### config.mk
export PLATFORM = sky130hd
export DESIGN_NAME = ntt_ctrl
export DESIGN_NICKNAME = d
export VERILOG_FILES = /design/src/rtl/ntt_pkg.sv /design/src/rtl/ntt_delay_line.sv /design/src/rtl/ntt_ctrl.sv
export SDC_FILE = /design/constraint.sdc
export NUM_CORES = 1
export LEC_CHECK = 0
export ABC_AREA = 1
export CAP_MARGIN = 20
export CELL_PAD_IN_SITES_DETAIL_PLACEMENT = 2
export CELL_PAD_IN_SITES_GLOBAL_PLACEMENT = 2
export CORE_ASPECT_RATIO = 1.25
export CORE_MARGIN = 2
export CORE_UTILIZATION = 40
export CTS_BUF_LIST = sky130_fd_sc_hd__clkbuf_8
export CTS_CLUSTER_SIZE = 10
export DETAILED_ROUTE_END_ITERATION = 8
export MAX_ROUTING_LAYER = met4
export PLACE_DENSITY = 0.83
export REMOVE_ABC_BUFFERS = 1
export SYNTH_ARGS = -nofsm -noshare
export SYNTH_HDL_FRONTEND = slang
export SYNTH_HIERARCHICAL = 1
export SYNTH_SLANG_ARGS = --single-unit
### constraint.sdc
create_clock -name i_clk -period 4.8 [get_ports i_clk]
set_input_delay 0.96 -clock i_clk [delete_from_list [all_inputs] [get_ports i_clk]]
set_output_delay 0.96 -clock i_clk [all_outputs]
set_load 0.02 [all_outputs]
### src/rtl/ntt_pkg.sv
// Shared constants, pipeline latencies and controller state encoding for the NTT datapath.
// Pure declarations; no latency and no flow control of its own.
package ntt_pkg;

    localparam int N       = 256;
    localparam int LOG_N   = 8;
    localparam int Q       = 8380417;
    localparam int RD_LAT  = 1;
    localparam int BFU_LAT = 4;

    typedef enum logic [1:0] {
        S_IDLE  = 2'd0,
        S_RUN   = 2'd1,
        S_DRAIN = 2'd2,
        S_DONE  = 2'd3
    } ntt_state_t;

endpackage

### src/rtl/ntt_delay_line.sv
// Fixed-depth shift register carrying write enable/addresses; output is input delayed DEPTH cycles.
// No backpressure: shifts every cycle, and reset empties every stage.
module ntt_delay_line #(
    parameter int DEPTH = 5,
    parameter int WIDTH = 17
) (
    input  logic             clk,
    input  logic             rst_n,
    input  logic [WIDTH-1:0] din,
    output logic [WIDTH-1:0] dout
);

    logic [WIDTH-1:0] pipe [DEPTH];

    always_ff @(posedge clk or negedge rst_n) begin
        if (!rst_n) begin
            for (int i = 0; i < DEPTH; i++) pipe[i] <= '0;
        end else begin
            pipe[0] <= din;
            for (int i = 1; i < DEPTH; i++) pipe[i] <= pipe[i-1];
        end
    end

    assign dout = pipe[DEPTH-1];

endmodule

### src/rtl/ntt_ctrl.sv
// NTT/INTT layer sequencer: one butterfly pair per cycle, writes RD_LAT+BFU_LAT cycles after reads.
// No backpressure: the RAM and butterfly unit are assumed to accept one pair every cycle.
module ntt_ctrl #(
    parameter int N       = ntt_pkg::N,
    parameter int RD_LAT  = ntt_pkg::RD_LAT,
    parameter int BFU_LAT = ntt_pkg::BFU_LAT
) (
    input  logic       i_clk,
    input  logic       i_rst_n,
    input  logic       i_start,
    input  logic       i_intt,
    output logic       o_busy,
    output logic       o_done,
    output logic       o_rd_en,
    output logic [7:0] o_rd_addr_a,
    output logic [7:0] o_rd_addr_b,
    output logic [7:0] o_tw_idx,
    output logic       o_bfu_intt,
    output logic       o_wr_en,
    output logic [7:0] o_wr_addr_a,
    output logic [7:0] o_wr_addr_b
);

    import ntt_pkg::*;

    localparam int DLY = RD_LAT + BFU_LAT;
    localparam int DCW = (DLY > 1) ? $clog2(DLY) : 1;
    localparam logic [DCW-1:0] DRAIN_LAST = DCW'(DLY - 1);
    localparam logic [6:0]     P_LAST     = 7'(N / 2 - 1);
    localparam logic [2:0]     L_LAST     = 3'(LOG_N - 1);

    ntt_state_t     state, state_nxt;
    logic [2:0]     layer;
    logic [6:0]     p, off, blk;
    logic [7:0]     base, len;
    logic [DCW-1:0] drain_cnt;
    logic           intt_q;
    logic           drain_end, last_in_block;
    logic [7:0]     addr_a, addr_b, tw_raw;
    logic [16:0]    wr_dat;

    always_ff @(posedge i_clk or negedge i_rst_n) begin
        if (!i_rst_n) state <= S_IDLE;
        else          state <= state_nxt;
    end

    assign drain_end = (drain_cnt == DRAIN_LAST);

    always_comb begin
        state_nxt = state;
        unique case (state)
            S_IDLE:  if (i_start) state_nxt = S_RUN;
            S_RUN:   if (p == P_LAST) state_nxt = S_DRAIN;
            S_DRAIN: if (drain_end) state_nxt = (layer == L_LAST) ? S_DONE : S_RUN;
            S_DONE:  state_nxt = S_IDLE;
            default: state_nxt = S_IDLE;
        endcase
    end

    // Blocks are walked with offset/block/base counters so no divide or modulo is needed.
    assign len           = intt_q ? (8'd1 << layer) : (8'd128 >> layer);
    assign last_in_block = ({1'b0, off} == len - 8'd1);
    assign addr_a        = base + {1'b0, off};
    assign addr_b        = addr_a + len;
    assign tw_raw        = intt_q ? ((8'hFF >> layer) - {1'b0, blk})
                                  : ((8'd1 << layer) + {1'b0, blk});

    always_ff @(posedge i_clk or negedge i_rst_n) begin
        if (!i_rst_n) begin
            layer     <= '0;
            p         <= '0;
            off       <= '0;
            blk       <= '0;
            base      <= '0;
            drain_cnt <= '0;
            intt_q    <= 1'b0;
        end else begin
            unique case (state)
                S_IDLE: begin
                    if (i_start) begin
                        intt_q <= i_intt;
                        layer  <= '0;
                    end
                end
                S_RUN: begin
                    p <= p + 7'd1;
                    if (p == P_LAST) begin
                        off  <= '0;
                        blk  <= '0;
                        base <= '0;
                    end else if (last_in_block) begin
                        off  <= '0;
                        blk  <= blk + 7'd1;
                        base <= base + {len[6:0], 1'b0};
                    end else begin
                        off <= off + 7'd1;
                    end
                end
                S_DRAIN: begin
                    if (drain_end) begin
                        drain_cnt <= '0;
                        layer     <= layer + 3'd1;
                    end else begin
                        drain_cnt <= drain_cnt + 1'b1;
                    end
                end
                default: ;
            endcase
        end
    end

    assign o_busy      = (state != S_IDLE);
    assign o_done      = (state == S_DONE);
    assign o_rd_en     = (state == S_RUN);
    assign o_rd_addr_a = o_rd_en ? addr_a : 8'd0;
    assign o_rd_addr_b = o_rd_en ? addr_b : 8'd0;
    assign o_tw_idx    = o_rd_en ? tw_raw : 8'd0;
    assign o_bfu_intt  = intt_q;

    ntt_delay_line #(
        .DEPTH (DLY),
        .WIDTH (17)
    ) u_wr_dly (
        .clk   (i_clk),
        .rst_n (i_rst_n),
        .din   ({o_rd_en, o_rd_addr_a, o_rd_addr_b}),
        .dout  (wr_dat)
    );

    assign {o_wr_en, o_wr_addr_a, o_wr_addr_b} = wr_dat;

endmodule

==> flow_metrics.env, run 1 <==
export IMPL_syn_avg_cell_area_um2=8.89
export IMPL_dr_first_iter_drc_count=132
export IMPL_drc_errors=0
export IMPL_endpoint_kind="output port"
export IMPL_synth_edf_count=0
export IMPL_skew_ns=0.0113
export IMPL_power_density_nw_per_um2=649
export IMPL_critPathLaunch="layer[1]"
export IMPL_grt_pass1_wl_um=28700
export IMPL_ff2ff_setup_slack_ns=1.71
export IMPL_via_count=4726
export IMPL_slowest_stage="dfrtp_1"
export IMPL_dieArea_um2=16300
export IMPL_synth_compound_area_share_pct=6.38
export IMPL_antenna_found_initial=0
export IMPL_critPathArrivalTime_ns=3.60
export IMPL_period_share_pct=95.0
export IMPL_hpwl_um=12900
export IMPL_yosys_area_share_xor_xnor_pct=3.15
export IMPL_path_buf_inv=4
export IMPL_ir_drop_uv=226
export IMPL_crit_end="o_rd_addr_b[6]"
export IMPL_synth_seq_area_share_pct=49.9
export IMPL_cts_sink_count=122
export IMPL_cts_root_buf="clkbuf_8"
export IMPL_crit_required_ns=3.84
export IMPL_grt_usage_pct=24.0
export IMPL_drv_cap=0
export IMPL_port_buffers=48
export IMPL_relSlewSlack_pct=28.5
export IMPL_cts_max_level=4
export IMPL_cts_tree="built"
export IMPL_final_hold_violation_count=0
export IMPL_synth_ff_type="dfrtp_1"
export IMPL_synth_fa_ha_area_share_pct=9.98
export IMPL_total_leakage_power_nw=3.75
export IMPL_numCtsBuffers=17
export IMPL_hold_path_class="reg2reg"
export IMPL_postRouteAntennaNets=0
export IMPL_critPathLaunchType="flip-flop"
export IMPL_io_pins=49
export IMPL_multi_input_area_um2=2550
export IMPL_hold_buffers=0
export IMPL_clk_insertion_delay_late_ns=0.44
export IMPL_slowest_delay_ns=0.41
export IMPL_async_flop_share_pct=100
export IMPL_grtUsageMet2_pct=45.9
export IMPL_fmax_mhz=219
export IMPL_synth_simple_gate_area_share_pct=21.9
export IMPL_slew_violations=0
export IMPL_die_x_um=115
export IMPL_synth_top_family_by_area="simple AND/OR/NAND/NOR gates"
export IMPL_register_area_um2=3050
export IMPL_path_cells="ha_1 > ha_2 > inv_1 > nand2_1 > nand2_2 > inv_1 > ha_1 > inv_1 > fa_1 > nor2_1 > o21ai_0 > a21boi_1 > o21ai_0 > nand2_1 > o21ai_0 > a21oi_2 > clkbuf_2"
export IMPL_rsz0062_at_grt="true"
export IMPL_yosys_register_bits=122
export IMPL_r2r_start="layer[1]"
export IMPL_synthMuxAreaShare_pct=0
export IMPL_reg2regPathDepth=16
export IMPL_met3_usage_pct=4.00
export IMPL_clockBufferDepth=2
export IMPL_place_gp_congestion=0.865
export IMPL_fp_dieH_um=142
export IMPL_cp_depth=17
export IMPL_final_area_um2=7090
export IMPL_drt_first_pass_iters=6
export IMPL_synth_cells=688
export IMPL_dpl_cell_area_um2=6670
export IMPL_critPathTopFamily="adder cells"
export IMPL_finalSetupViolCount=0
export IMPL_tns_ns=0
export IMPL_gr_max_usage_layer="met2"
export IMPL_status="finished clean"
export IMPL_worst_slew_pin_slew_ns=1.07
export IMPL_yosysUniqueCellTypes=38
export IMPL_grt_pass1_vias=5520
export IMPL_avgViaCountPerCell=5.11
export IMPL_drt_total_wl_um=17700
export IMPL_overflow=0
export IMPL_core_rowCount=50
export IMPL_initial_core_util_pct=40.9
export IMPL_wl_per_cell_um=19.1
export IMPL_final_nets=784
export IMPL_path_class="reg2out"
export IMPL_grt_max_degree=80
export IMPL_crit_fanout=5
export IMPL_min_period_ns=4.56
export IMPL_r2r_end="blk[1]"
export IMPL_clkSlewWorstSetupHoldPaths_ns=0.07
export IMPL_fillers=1604
export IMPL_drive_above_1_share_pct=9.16
export IMPL_grt_util_met1_pct=24.3
export IMPL_synth_area_um2=6120
export IMPL_ys_warn_count=6
export IMPL_final_util_pct=47.4
export IMPL_synthToLayoutAreaGrowth_pct=15.9
export IMPL_n_antenna_cell=0
export IMPL_core_area_um2=15000
cells in the mapped netlist (2+ instances only):
cell      number  area share [%]
a21oi_1       34             2.8
buf_4         19             2.3
buf_6          4            0.74
clkbuf_1       5            0.31
dfrtp_1      122              50
fa_1           3            0.98
ha_1          44             9.0
inv_1         81             5.0
inv_2          2            0.12
nand2_1      171              10
nand2_2        8            0.82
nand2_4        2            0.37
nand3_1       46             3.8
nand3_2        5            0.82
nand4_1        4            0.41
nor2_1        60             3.7
nor3_1         4            0.33
nor3b_1        2            0.25
nor4_1         2            0.20
o211ai_1       3            0.37
o21ai_0       24             2.0
o22ai_1        3            0.31
or2_2          5            0.51
xnor2_1        7             1.0
xor2_1        15             2.1
stage by stage:
step                setup WS, ns  power (mW)  std cells  hold WS [ns]
floorplan                  0.788        2.72        659         0.331
global placement           0.409        3.50        896         0.331
detailed placement         0.180        3.64        896         0.336
CTS                       0.0139        4.67        924         0.351
global route              -0.122        4.93        924         0.356
finish                     0.241        4.60        924         0.350
routing by layer:
layer  up-vias  wire, um  part of all wire (%)
met1      2397      6980                    39
met3        21       358                   2.0
met2        60     10000                    57
li1       2248         -                     -
met4         0       316                   1.8
met5         -         0                     0
where the power goes:
part / leakage (nW) / switching, mW / internal, mW
combinational: 1.92 / 1.32 / 0.758
clock: 0.211 / 0.400 / 0.578
sequential: 1.62 / 0.193 / 1.35
total: 3.75 / 1.92 / 2.69
what timing repair did:
action	4_1_cts	5_1_grt
resized for setup	6	11
setup buffers	0	0
setup endpoints to repair	4	5
gates cloned	0	0
endpoints found under the hold margin	0	0
layout make-up:
type	instances	share of cell area (%)
sequential	122	43.1
multi-input combinational	453	36.0
timing repair buffer	55	7.45
inverter	84	4.48
clock buffer	19	3.69
tap	182	3.21
clock inverter	9	2.12
state kept, by name (all words and copies together), names as in the netlist:
| signal | flops |
|---|---|
| base | 7 |
| blk | 7 |
| drain_cnt | 3 |
| u_wr_dly/pipe | 68 |
| u_wr_dly/dout | 17 |
| off | 7 |
| o_bfu_intt | 1 |
| layer | 3 |
| p | 7 |
| state | 2 |
worst reg2reg max path: cells and delay by family (launching register included):
family / cells / cell delay [ns]
AND/OR/NAND/NOR: 13 / 1.83
adder cells (fa/ha/maj): 2 / 0.62
flip-flops: 1 / 0.42
buffers and inverters: 1 / 0.13
cell families (layout without fill, tap and decap cells):
group	count (synthesis)	in the layout
DFF	122	122
adders and majority gates	47	47
AOI/OAI and AO/OA	72	72
and+or+nand+nor	312	312
xor gates and xnor gates	22	22
buffers and inverters	113	167
placed cells by master, fill, tap and decap left out, drive strengths merged, types with 4 or more instances in the layout:
cell / count
dfrtp: 122
o21ai: 26
nand3: 51
nor3: 4
xnor2: 7
ha: 44
a21oi: 34
bufinv: 4
or2: 5
xor2: 15
inv: 85
nand2: 181
clkdlybuf4s50: 42
nand4: 4
clkbuf: 21
buf: 8
nor2: 61
worst min-delay path by stage:
| stage | startpoint | end | slack [ns] | depth (start not counted) |
|---|---|---|---|---|
| final | u_wr_dly/pipe[49] | u_wr_dly/pipe[32] | 0.35 | 0 |
| after global routing | u_wr_dly/pipe[49] | u_wr_dly/pipe[32] | 0.36 | 0 |
| after CTS | u_wr_dly/pipe[74] | u_wr_dly/pipe[57] | 0.35 | 0 |
| after detailed placement | u_wr_dly/pipe[19] | u_wr_dly/dout[2] | 0.34 | 0 |
| after global placement | u_wr_dly/pipe[83] | u_wr_dly/pipe[66] | 0.33 | 0 |
| after floorplan | u_wr_dly/pipe[17] | u_wr_dly/dout[0] | 0.33 | 0 |
No activity file was read; power rests on OpenSTA's default activity.
==> inputs of run 2 (changes only) <==
--- a/config.mk
+++ b/config.mk
@@ -12,12 +12,11 @@
 export CORE_ASPECT_RATIO = 1.25
 export CORE_MARGIN = 2
 export CORE_UTILIZATION = 40
-export CTS_BUF_LIST = sky130_fd_sc_hd__clkbuf_8
+export CTS_BUF_LIST = sky130_fd_sc_hd__clkbuf_4 sky130_fd_sc_hd__clkbuf_8
 export CTS_CLUSTER_SIZE = 10
 export DETAILED_ROUTE_END_ITERATION = 8
 export MAX_ROUTING_LAYER = met4
 export PLACE_DENSITY = 0.83
-export REMOVE_ABC_BUFFERS = 1
 export SYNTH_ARGS = -nofsm -noshare
 export SYNTH_HDL_FRONTEND = slang
 export SYNTH_HIERARCHICAL = 1
==> flow_metrics.env, run 2 (same netlist as run 1, synthesis figures left out) <==
export IMPL_r2r_end="base[2]"
export IMPL_layout_common_cells="171 x nand2_1, 122 x dfrtp_1, 81 x inv_1"
export IMPL_port_buffers=48
export IMPL_place_gp_congestion=0.877
export IMPL_postRouteAntennaNets=0
export IMPL_skew_ns=0.0165
export IMPL_dieArea_um2=16300
export IMPL_grt_pass1_vias=5620
export IMPL_wl_per_cell_um=20.3
export IMPL_total_leakage_power_nw=3.78
export IMPL_fmax_mhz=221
export IMPL_crit_required_ns=3.84
export IMPL_critPathLaunchType="flip-flop"
export IMPL_worst_slack_ns=0.275
export IMPL_ff2ff_setup_slack_ns=1.65
export IMPL_initial_core_util_pct=40.9
export IMPL_slew_violations=0
export IMPL_numCtsBuffers=17
export IMPL_drt_first_pass_iters=4
export IMPL_finalSetupViolCount=0
export IMPL_via_count=4885
export IMPL_core_rowCount=50
export IMPL_ir_drop_uv=215
export IMPL_rsz0062_at_grt="false"
export IMPL_drv_cap=0
export IMPL_largest_register_ffs=68
export IMPL_die_x_um=115
export IMPL_dp_slack_ns=0.330
export IMPL_clockBufferDepth=2
export IMPL_p_total_mw=4.69
export IMPL_drive_above_1_share_pct=9.89
export IMPL_final_nets=786
export IMPL_critPathLaunch="off[2]"
export IMPL_final_hold_violation_count=0
export IMPL_cts_max_level=4
export IMPL_synth_nets=739
export IMPL_n_antenna_cell=0
export IMPL_antenna_found_initial=0
export IMPL_fp_dieH_um=142
export IMPL_path_class="reg2out"
export IMPL_endpoint_kind="output port"
export IMPL_io_pins=49
export IMPL_status="finished clean"
export IMPL_drc_errors=0
export IMPL_cts_tree="built"
export IMPL_clk_insertion_delay_late_ns=0.45
export IMPL_cts_root_buf="clkbuf_8"
export IMPL_max_flop_register="u_wr_dly/pipe"
export IMPL_dr_first_iter_drc_count=120
export IMPL_clkSlewWorstSetupHoldPaths_ns=0.07
export IMPL_grt_usage_pct=25.8
export IMPL_final_common_cell="nand2_1"
export IMPL_avgViaCountPerCell=5.25
export IMPL_crit_fanout=6
export IMPL_grt_max_degree=58
export IMPL_r2r_start="layer[1]"
export IMPL_cts_sink_count=122
export IMPL_grt_pass1_wl_um=30600
export IMPL_power_density_nw_per_um2=657
export IMPL_hold_path_class="reg2reg"
export IMPL_crit_end="o_rd_addr_b[7]"
export IMPL_hpwl_um=13500
export IMPL_overflow=0
export IMPL_tns_ns=0
export IMPL_relSlewSlack_pct=44.7
export IMPL_critPathArrivalTime_ns=3.56
export IMPL_min_period_ns=4.52
export IMPL_worst_slew_pin_slew_ns=0.826
export IMPL_period_share_pct=94.3
export IMPL_core_area_um2=15000
export IMPL_drt_total_wl_um=18900
export IMPL_synthToLayoutAreaGrowth_pct=16.7
export IMPL_reg2regPathDepth=16
==> run 2: changes by cell type in the layout (fill, tap and decap cells not counted) <==
| cell | previous run | this run |
|---|---|---|
| clkinv_4 | 1 | 2 |
| buf_16 | 0 | 1 |
| inv_1 | 82 | 81 |
| dfrtp_1 | 121 | 122 |
| a21oi_1 | 33 | 34 |
| o21ai_1 | 3 | 2 |
| buf_4 | 8 | 9 |
| dfrtp_2 | 1 | 0 |
| inv_6 | 0 | 3 |
| o21ai_2 | 1 | 2 |
| clkinvlp_4 | 1 | 3 |
| a21oi_2 | 1 | 0 |
| bufinv_16 | 4 | 3 |
==> run 2: worst min-delay path by stage <==
| stage | endpoint | cells past startpoint | slack, ns | startpoint |
|---|---|---|---|---|
| finish | u_wr_dly/pipe[48] | 0 | 0.35 | u_wr_dly/pipe[65] |
| global route | u_wr_dly/pipe[55] | 0 | 0.36 | u_wr_dly/pipe[72] |
| CTS | u_wr_dly/pipe[48] | 0 | 0.35 | u_wr_dly/pipe[65] |
| detailed placement | u_wr_dly/dout[10] | 0 | 0.34 | u_wr_dly/pipe[27] |
| global placement | u_wr_dly/pipe[24] | 0 | 0.33 | u_wr_dly/pipe[41] |
| floorplan | u_wr_dly/dout[0] | 0 | 0.33 | u_wr_dly/pipe[17] |
==> run 2: layout make-up <==
| class | count | area (um2) |
|---|---|---|
| clock buffers | 19 | 262 |
| clock inverters | 13 | 166 |
| fillers | 1638 | 7810 |
| inverters | 84 | 318 |
| multi-input cells | 453 | 2550 |
| flip-flops and latches | 122 | 3050 |
| well taps | 182 | 228 |
| repair buffers | 57 | 563 |
==> run 2: where the power goes <==
group	internal, mW	switching [mW]	total [mW]
clock network	0.545	0.444	0.989
registers	1.35	0.200	1.55
logic	0.781	1.37	2.15
total	2.67	2.02	4.69
==> run 2: layer usage <==
| metal | global-route usage, % | vias to the layer above | routed length [um] |
|---|---|---|---|
| met5 | - | - | 0 |
| met4 | 11.0 | 0 | 531 |
| met3 | 3.41 | 39 | 346 |
| met2 | 49.1 | 83 | 11000 |
| met1 | 25.9 | 2509 | 7090 |
| li1 | - | 2254 | - |
==> run 2: per-stage QoR <==
step / hold slack [ns] / util (%) / instances / instance area, um2
floorplan: 0.331 / - / 688 / 6120
global placement: 0.332 / 44.6 / 897 / 6680
detailed placement: 0.336 / 44.6 / 897 / 6680
CTS: 0.354 / 47.5 / 929 / 7100
global route: 0.360 / 47.7 / 930 / 7140
finish: 0.351 / 47.7 / 930 / 7140
==> run 2: worst max-delay path, stage by stage, from the launching register on <==
cell and delay (ns):
dfrtp_1 0.47, ha_1 0.35, nand2_1 0.08, nand2_1 0.14, nand2_1 0.10, nand2_1 0.08, nand2_1 0.08, nand2_1 0.09
nand2_1 0.08, nand2_1 0.08, xor2_1 0.25, inv_1 0.08, ha_1 0.33, a21oi_1 0.18, o21ai_0 0.10, nor2_1 0.19
nor2_1 0.08, nor2_1 0.15, clkbuf_2 0.20
==> run 2: what timing repair did <==
item,in CTS,in global routing
hold buffers,0,0
buffers inserted,0,0
pin swaps,0,0
endpoints found under the setup margin,4,7
resized for setup,4,12
hold endpoints to repair,0,0
==> inputs of run 3 (changes only) <==
--- a/config.mk
+++ b/config.mk
@@ -13,8 +13,10 @@
 export CORE_MARGIN = 2
 export CORE_UTILIZATION = 40
 export CTS_BUF_LIST = sky130_fd_sc_hd__clkbuf_4 sky130_fd_sc_hd__clkbuf_8
+export CTS_CLUSTER_DIAMETER = 30
 export CTS_CLUSTER_SIZE = 10
 export DETAILED_ROUTE_END_ITERATION = 8
+export GPL_ROUTABILITY_DRIVEN = 0
 export MAX_ROUTING_LAYER = met4
 export PLACE_DENSITY = 0.83
 export SYNTH_ARGS = -nofsm -noshare
==> results of run 3 <==
Final layout, timing and power as in run 2 (identical DEF).
